## src/rtl/lcd_pkg.sv

```systemverilog
// Timing defaults, state encoding and the stored pixel word layout shared by
// the LCD scan driver and its pixel FIFO.
package lcd_pkg;
  localparam int H_ACTIVE = 480;
  localparam int H_FP     = 2;
  localparam int H_SYNC   = 41;
  localparam int H_BP     = 2;
  localparam int H_TOTAL  = H_ACTIVE + H_FP + H_SYNC + H_BP;
  localparam int V_ACTIVE = 272;
  localparam int V_FP     = 2;
  localparam int V_SYNC   = 10;
  localparam int V_BP     = 2;
  localparam int V_TOTAL  = V_ACTIVE + V_FP + V_SYNC + V_BP;

  localparam int RGB_W = 8;
  localparam int CNT_W = 10;

  typedef enum logic [1:0] {
    ST_WAIT = 2'd0,
    ST_RUN  = 2'd1,
    ST_ERR  = 2'd2
  } state_e;

  typedef struct packed {
    logic                 sof;
    logic [3*RGB_W-1:0]   rgb;
  } pix_t;
endpackage

```

## src/rtl/lcd_pix_fifo.sv

```systemverilog
// Synchronous pixel FIFO with one-cycle flush; head word visible combinationally.
// Push ignored when full, pop ignored when empty; flush drops a same-cycle push.
module lcd_pix_fifo
  import lcd_pkg::*;
#(
  parameter int DEPTH = 16
) (
  input  logic clk,
  input  logic rst_n,
  input  logic push_i,
  input  pix_t wdat_i,
  input  logic pop_i,
  input  logic flush_i,
  output pix_t rdat_o,
  output logic full_o,
  output logic empty_o
);
  localparam int AW = $clog2(DEPTH);

  pix_t          mem_q [DEPTH];
  logic [AW-1:0] wr_q, rd_q;
  logic [AW:0]   cnt_q;
  logic          do_push, do_pop;

  assign full_o  = (cnt_q == (AW+1)'(DEPTH));
  assign empty_o = (cnt_q == '0);
  assign do_push = push_i && !full_o;
  assign do_pop  = pop_i && !empty_o;
  assign rdat_o  = mem_q[rd_q];

  always_ff @(posedge clk or negedge rst_n) begin
    if (!rst_n) begin
      wr_q  <= '0;
      rd_q  <= '0;
      cnt_q <= '0;
    end else if (flush_i) begin
      wr_q  <= '0;
      rd_q  <= '0;
      cnt_q <= '0;
    end else begin
      if (do_push) wr_q <= wr_q + 1'b1;
      if (do_pop)  rd_q <= rd_q + 1'b1;
      cnt_q <= cnt_q + {{AW{1'b0}}, do_push} - {{AW{1'b0}}, do_pop};
    end
  end

  always_ff @(posedge clk) begin
    if (do_push) mem_q[wr_q] <= wdat_i;
  end
endmodule

```

## src/rtl/lcd_scan_driver.sv

```systemverilog
// Raster timing source for an RGB LCD: pops one FIFO word per active pixel.
// Outputs lag the raster counters by one clock; upstream stalls only when the FIFO is full.
module lcd_scan_driver #(
  parameter int H_ACTIVE   = lcd_pkg::H_ACTIVE,
  parameter int H_FP       = lcd_pkg::H_FP,
  parameter int H_SYNC     = lcd_pkg::H_SYNC,
  parameter int H_BP       = lcd_pkg::H_BP,
  parameter int V_ACTIVE   = lcd_pkg::V_ACTIVE,
  parameter int V_FP       = lcd_pkg::V_FP,
  parameter int V_SYNC     = lcd_pkg::V_SYNC,
  parameter int V_BP       = lcd_pkg::V_BP,
  parameter int FIFO_DEPTH = 16,
  parameter logic [3*lcd_pkg::RGB_W-1:0] ERR_RGB = 24'h0000FF
) (
  input  logic        clk,
  input  logic        rst_n,
  input  logic        s_valid,
  output logic        s_ready,
  input  logic [23:0] s_data,
  input  logic        s_sof,
  output logic [9:0]  x,
  output logic [9:0]  y,
  output logic [7:0]  r,
  output logic [7:0]  g,
  output logic [7:0]  b,
  output logic        de,
  output logic        hsync_n,
  output logic        vsync_n,
  output logic        frame_start,
  output logic        underflow
);
  import lcd_pkg::*;

  localparam int HT = H_ACTIVE + H_FP + H_SYNC + H_BP;
  localparam int VT = V_ACTIVE + V_FP + V_SYNC + V_BP;

  logic [CNT_W-1:0] h_q, h_d, v_q, v_d;
  state_e           state_q, state_d;
  logic             h_last, frame_last, active_c, origin_c, hsync_c, vsync_c;
  logic             push, pop, flush, err;
  logic             full, empty, rdy_en_q;
  pix_t             head, wdat;
  logic [3*RGB_W-1:0] rgb_c;

  logic [CNT_W-1:0] x_q, y_q;
  logic [RGB_W-1:0] r_q, g_q, b_q;
  logic             de_q, hsync_n_q, vsync_n_q, fs_q, uf_q;

  assign h_last     = (h_q == CNT_W'(HT - 1));
  assign frame_last = h_last && (v_q == CNT_W'(VT - 1));
  assign active_c   = (h_q < CNT_W'(H_ACTIVE)) && (v_q < CNT_W'(V_ACTIVE));
  assign origin_c   = (h_q == '0) && (v_q == '0);
  assign hsync_c    = (h_q >= CNT_W'(H_ACTIVE + H_FP)) && (h_q < CNT_W'(H_ACTIVE + H_FP + H_SYNC));
  assign vsync_c    = (v_q >= CNT_W'(V_ACTIVE + V_FP)) && (v_q < CNT_W'(V_ACTIVE + V_FP + V_SYNC));

  always_comb begin
    h_d = h_last ? '0 : h_q + 1'b1;
    v_d = v_q;
    if (h_last) v_d = (v_q == CNT_W'(VT - 1)) ? '0 : v_q + 1'b1;
  end

  // s_ready is held low through reset and for the release cycle itself.
  assign s_ready  = rdy_en_q && !full;
  assign push     = s_valid && s_ready;
  assign wdat.sof = s_sof;
  assign wdat.rgb = s_data;

  lcd_pix_fifo #(.DEPTH(FIFO_DEPTH)) u_fifo (
    .clk     (clk),
    .rst_n   (rst_n),
    .push_i  (push),
    .wdat_i  (wdat),
    .pop_i   (pop),
    .flush_i (flush),
    .rdat_o  (head),
    .full_o  (full),
    .empty_o (empty)
  );

  always_comb begin
    state_d = state_q;
    pop     = 1'b0;
    flush   = 1'b0;
    err     = 1'b0;
    rgb_c   = '0;
    case (state_q)
      ST_WAIT: begin
        // Hunt for a start-of-frame word; it stays at the head until the frame wrap.
        if (!empty && !head.sof) pop = 1'b1;
        if (frame_last && !empty && head.sof) state_d = ST_RUN;
      end
      ST_RUN: begin
        if (active_c) begin
          if (empty) begin
            err = 1'b1;
          end else begin
            pop = 1'b1;
            if (head.sof && !origin_c) err = 1'b1;
            else                       rgb_c = head.rgb;
          end
          if (err) begin
            rgb_c   = ERR_RGB;
            state_d = ST_ERR;
          end
        end
      end
      ST_ERR: begin
        if (active_c) rgb_c = ERR_RGB;
        if (frame_last) begin
          flush   = 1'b1;
          state_d = ST_WAIT;
        end
      end
      default: state_d = ST_WAIT;
    endcase
  end

  always_ff @(posedge clk or negedge rst_n) begin
    if (!rst_n) begin
      h_q       <= '0;
      v_q       <= '0;
      state_q   <= ST_WAIT;
      rdy_en_q  <= 1'b0;
      x_q       <= '0;
      y_q       <= '0;
      r_q       <= '0;
      g_q       <= '0;
      b_q       <= '0;
      de_q      <= 1'b0;
      hsync_n_q <= 1'b1;
      vsync_n_q <= 1'b1;
      fs_q      <= 1'b0;
      uf_q      <= 1'b0;
    end else begin
      h_q       <= h_d;
      v_q       <= v_d;
      state_q   <= state_d;
      rdy_en_q  <= 1'b1;
      x_q       <= active_c ? h_q : '0;
      y_q       <= active_c ? v_q : '0;
      r_q       <= rgb_c[3*RGB_W-1:2*RGB_W];
      g_q       <= rgb_c[2*RGB_W-1:RGB_W];
      b_q       <= rgb_c[RGB_W-1:0];
      de_q      <= active_c;
      hsync_n_q <= !hsync_c;
      vsync_n_q <= !vsync_c;
      fs_q      <= origin_c;
      uf_q      <= uf_q || err;
    end
  end

  assign x           = x_q;
  assign y           = y_q;
  assign r           = r_q;
  assign g           = g_q;
  assign b           = b_q;
  assign de          = de_q;
  assign hsync_n     = hsync_n_q;
  assign vsync_n     = vsync_n_q;
  assign frame_start = fs_q;
  assign underflow   = uf_q;
endmodule

```

## config.mk

```make
export PLATFORM = sky130hd
export DESIGN_NAME = lcd_scan_driver
export DESIGN_NICKNAME = d
export VERILOG_FILES = /design/src/rtl/lcd_pkg.sv /design/src/rtl/lcd_pix_fifo.sv /design/src/rtl/lcd_scan_driver.sv
export SDC_FILE = /design/constraint.sdc
export NUM_CORES = 1
export LEC_CHECK = 0
export ABC_AREA = 1
export BUFFER_PORTS_ARGS = -buffer_cell sky130_fd_sc_hd__buf_2
export CAP_MARGIN = 20
export CORE_MARGIN = 2
export CORE_UTILIZATION = 25
export CTS_CLUSTER_DIAMETER = 60
export DETAILED_ROUTE_END_ITERATION = 7
export SYNTH_ARGS = -nofsm -noshare
export SYNTH_HDL_FRONTEND = slang
export SYNTH_SLANG_ARGS = --single-unit
```

## constraint.sdc

```tcl
create_clock -name clk -period 3.1 [get_ports clk]
set_input_delay 0.62 -clock clk [delete_from_list [all_inputs] [get_ports clk]]
set_output_delay 0.62 -clock clk [all_outputs]
set_load 0.005 [all_outputs]
```

==> flow_summary.json <==
{
  "cp_cell_sequence": "buf_6 > nand2_1 > o21ai_0 > nand2_1 > nand3_2 > nand3_2 > nand4_1 > nand2_2 > ha_4 > inv_2 > ha_2 > inv_1 > fa_2 > or2_4 > nand2_1 > a21oi_1 > xor2_1 > nand2_1 > inv_1",
  "powerDensity_nw_per_um2": 803,
  "fin_crit_ns": 2.93,
  "synth-seq-area-share": 0.717,
  "wirelength_um": 50100,
  "clock_latency_ns": 0.58,
  "hold_violations": 0,
  "grt_antenna_before_repair": 5,
  "grt.total_usage": 0.120,
  "peakVddDrop_mv": 0.638,
  "syn_area_um2": 19700,
  "dieArea_um2": 81100,
  "rows": 102,
  "tightest_slew_ns": 0.991,
  "cts_made_buffers": 48,
  "cp_common_cell": "nand2_1",
  "clk_pin_slew_ns": 0.07,
  "tns_ns": 0,
  "place_congestion": 0.779,
  "layout_common_cells": "400 x edfxtp_1, 366 x nand2_1, 243 x nand3_1, 80 x dfrtp_1",
  "grt_pass1_wl_um": 75400,
  "critPathLaunchType": "register",
  "hold_class": "in -> async",
  "dp_slack_ns": 0.0575,
  "hpwl_um": 27700,
  "path_class": "reg -> reg",
  "htree_levels": 2,
  "dp.cells": 2681,
  "hold_buffers": 0,
  "fin_ws_ns": 0.170,
  "wl_per_cell_um": 18.0,
  "cp.required_ns": 3.57,
  "cpMaxStageDelayCell": "dfrtp_4",
  "synthDistinctLibCells": 42,
  "routed-via-count": 12800,
  "critPathArrivalTime_ns": 3.40,
  "clk_path_buf_depth": 3,
  "finClkSkew_ns": 0.0205,
  "dr.pass1.iters": 6,
  "core_um2": 77700,
  "drv_slew": 0,
  "first_iter_violations": 1230,
  "cts_tree": "built",
  "initial_utilization": 0.254,
  "setup_viol": 0,
  "port-buffer-count": 77,
  "vias_per_cell": 4.59,
  "die_w_um": 285,
  "die_h_um": 285,
  "grt_pass1_vias": 12400,
  "cts_root_buf": "clkbuf_16",
  "synth_seq_cells": 485,
  "antenna_cells": 0,
  "yosysWarningCount": 0,
  "period_share": 0.945,
  "layout-drive-gt1-share": 0.144,
  "maxCapViolations": 0,
  "endpoint_kind": "register",
  "mostFrequentLayoutCell": "edfxtp_1",
  "syn_avg_cell_area_um2": 12.3,
  "drcViolationCount": 0,
  "grt_max_degree": 111,
  "fin_nets": 1748,
  "worst_slew_margin_rel": 0.339,
  "grt_overflow": 0,
  "cp_num_buf_inv": 4,
  "slowest_delay_ns": 0.51,
  "cts_num_sinks": 485,
  "rsz0062_at_grt": "false",
  "crit_family": "simple AND/OR/NAND/NOR gates",
  "antenna_left": 0,
  "synthCells": 1608,
  "fin_cells": 2779,
  "ioPinCount": 78,
  "area_delta_synth_final_pct": 17.6,
  "status": "finished clean",
  "crit_fanout": 7,
  "max_freq_ghz": 0.341,
  "p_leak_nw": 8.57
}
[metal layers]
layer | GRT usage | vias to the layer above | wire length (µm)
li1 | - | 5896 | -
met1 | 0.163 | 6340 | 21800
met2 | 0.197 | 435 | 23900
met3 | 0.0233 | 76 | 3540
met4 | 0.0279 | 6 | 852
met5 | 0 | - | 40
[timing repair]
item | in CTS | in global routing
gates resized for setup | 0 | 18
setup buffers | 0 | 6
endpoints found under the setup margin | 0 | 1
[area by class of cell]
type | instances | area (µm²)
Inverter | 89 | 339
Sequential cell | 485 | 14100
Clock inverter | 31 | 272
Clock buffer | 59 | 1270
Timing Repair Buffer | 127 | 920
Multi-Input combinational cell | 948 | 4930
Fill cell | 7795 | 54500
Tap cell | 1040 | 1300
[per-stage QoR]
stage	power (mW)	instance area (µm²)	hold slack, ns	utilization
after floorplan	11.3	19700	0.324	-
after global placement	12.6	21500	0.455	0.276
after detailed placement	12.8	21500	0.472	0.276
after CTS	18.5	23000	0.139	0.296
after global routing	19.6	23200	0.173	0.298
final	18.6	23200	0.139	0.298
[worst reg2reg max path: stages, from the launching register on]
cell	delay [ns]
dfrtp_4	0.51
buf_6	0.15
nand2_1	0.05
o21ai_0	0.08
nand2_1	0.09
nand3_2	0.09
nand3_2	0.11
nand4_1	0.12
nand2_2	0.13
ha_4	0.21
inv_2	0.05
ha_2	0.17
inv_1	0.06
fa_2	0.39
or2_4	0.26
nand2_1	0.06
a21oi_1	0.07
xor2_1	0.14
nand2_1	0.06
inv_1	0.04
[synth_stat cells]
master	instances	share of area
buf_2	34	0.0086
a21oi_1	45	0.011
o31ai_1	1	0.00038
nor2_1	80	0.015
clkinv_1	3	0.00057
dfrtp_1	83	0.11
nand2_1	368	0.070
or2_2	3	0.00095
nor3_1	14	0.0036
nand3_2	3	0.0015
o211ai_1	2	0.00076
dfstp_2	2	0.0027
nor4_1	2	0.00063
o21ai_0	26	0.0066
a31oi_1	2	0.00063
buf_4	14	0.0053
or2_1	1	0.00032
a22oi_1	15	0.0057
nand3_1	247	0.063
nand3b_1	36	0.014
clkbuf_1	19	0.0036
inv_2	7	0.0013
o2111ai_1	36	0.016
o22ai_1	6	0.0019
buf_1	12	0.0023
nor2_4	1	0.00057
a21oi_2	1	0.00044
buf_6	8	0.0046
nand2_2	4	0.0013
nand2_4	1	0.00057
ha_1	20	0.013
inv_1	79	0.015
nand3_4	1	0.00089
nand4_1	10	0.0032
nand4_4	1	0.0011
xor2_1	12	0.0053
fa_1	1	0.0010
nor2_2	2	0.00063
conb_1	2	0.00038
edfxtp_1	400	0.61
a221oi_1	1	0.00044
o21ai_1	3	0.00076
[sequential cells by signal, summed over array words and instances, names as in the netlist, 8 cells and up]
register,cells
y,10
h_q,10
b,8
v_q,10
g,8
r,8
u_fifo.mem_q,400
x,10
[path summary, 6_finish.rpt]
| path | startpoint | endpoint | slack, ns | cells past startpoint |
|---|---|---|---|---|
| hold reg to reg | h_q[0] | h_q[0] | 0.48 | 1 |
| setup / recovery | u_fifo.rd_q[0] | u_fifo.cnt_q[4] | 0.17 | 19 |
| min in group clk | s_data[18] | u_fifo.mem_q[4][18] | 0.40 | 1 |
| max in group asynchronous | rst_n | g[4] | 2.18 | 2 |
| hold / removal | rst_n | b[3] | 0.14 | 1 |
| setup reg to reg | u_fifo.rd_q[0] | u_fifo.cnt_q[4] | 0.17 | 19 |
[report_power, final]
| part | switching, mW | internal [mW] |
|---|---|---|
| clock network | 2.44 | 3.26 |
| registers | 0.153 | 7.45 |
| logic | 3.64 | 1.67 |
| total | 6.24 | 12.4 |
[kinds of logic after synthesis]
family | Yosys count | synth area share
and+or+nand+nor | 774 | 0.177
DFF | 485 | 0.717
buffers and inverters | 176 | 0.0414
AOI/OAI and AO/OA | 138 | 0.0451
adders and majority gates | 21 | 0.0137
xor gates and xnor gates | 12 | 0.00533
other | 2 | 0.000381
No activity file was read; power rests on OpenSTA's default activity.
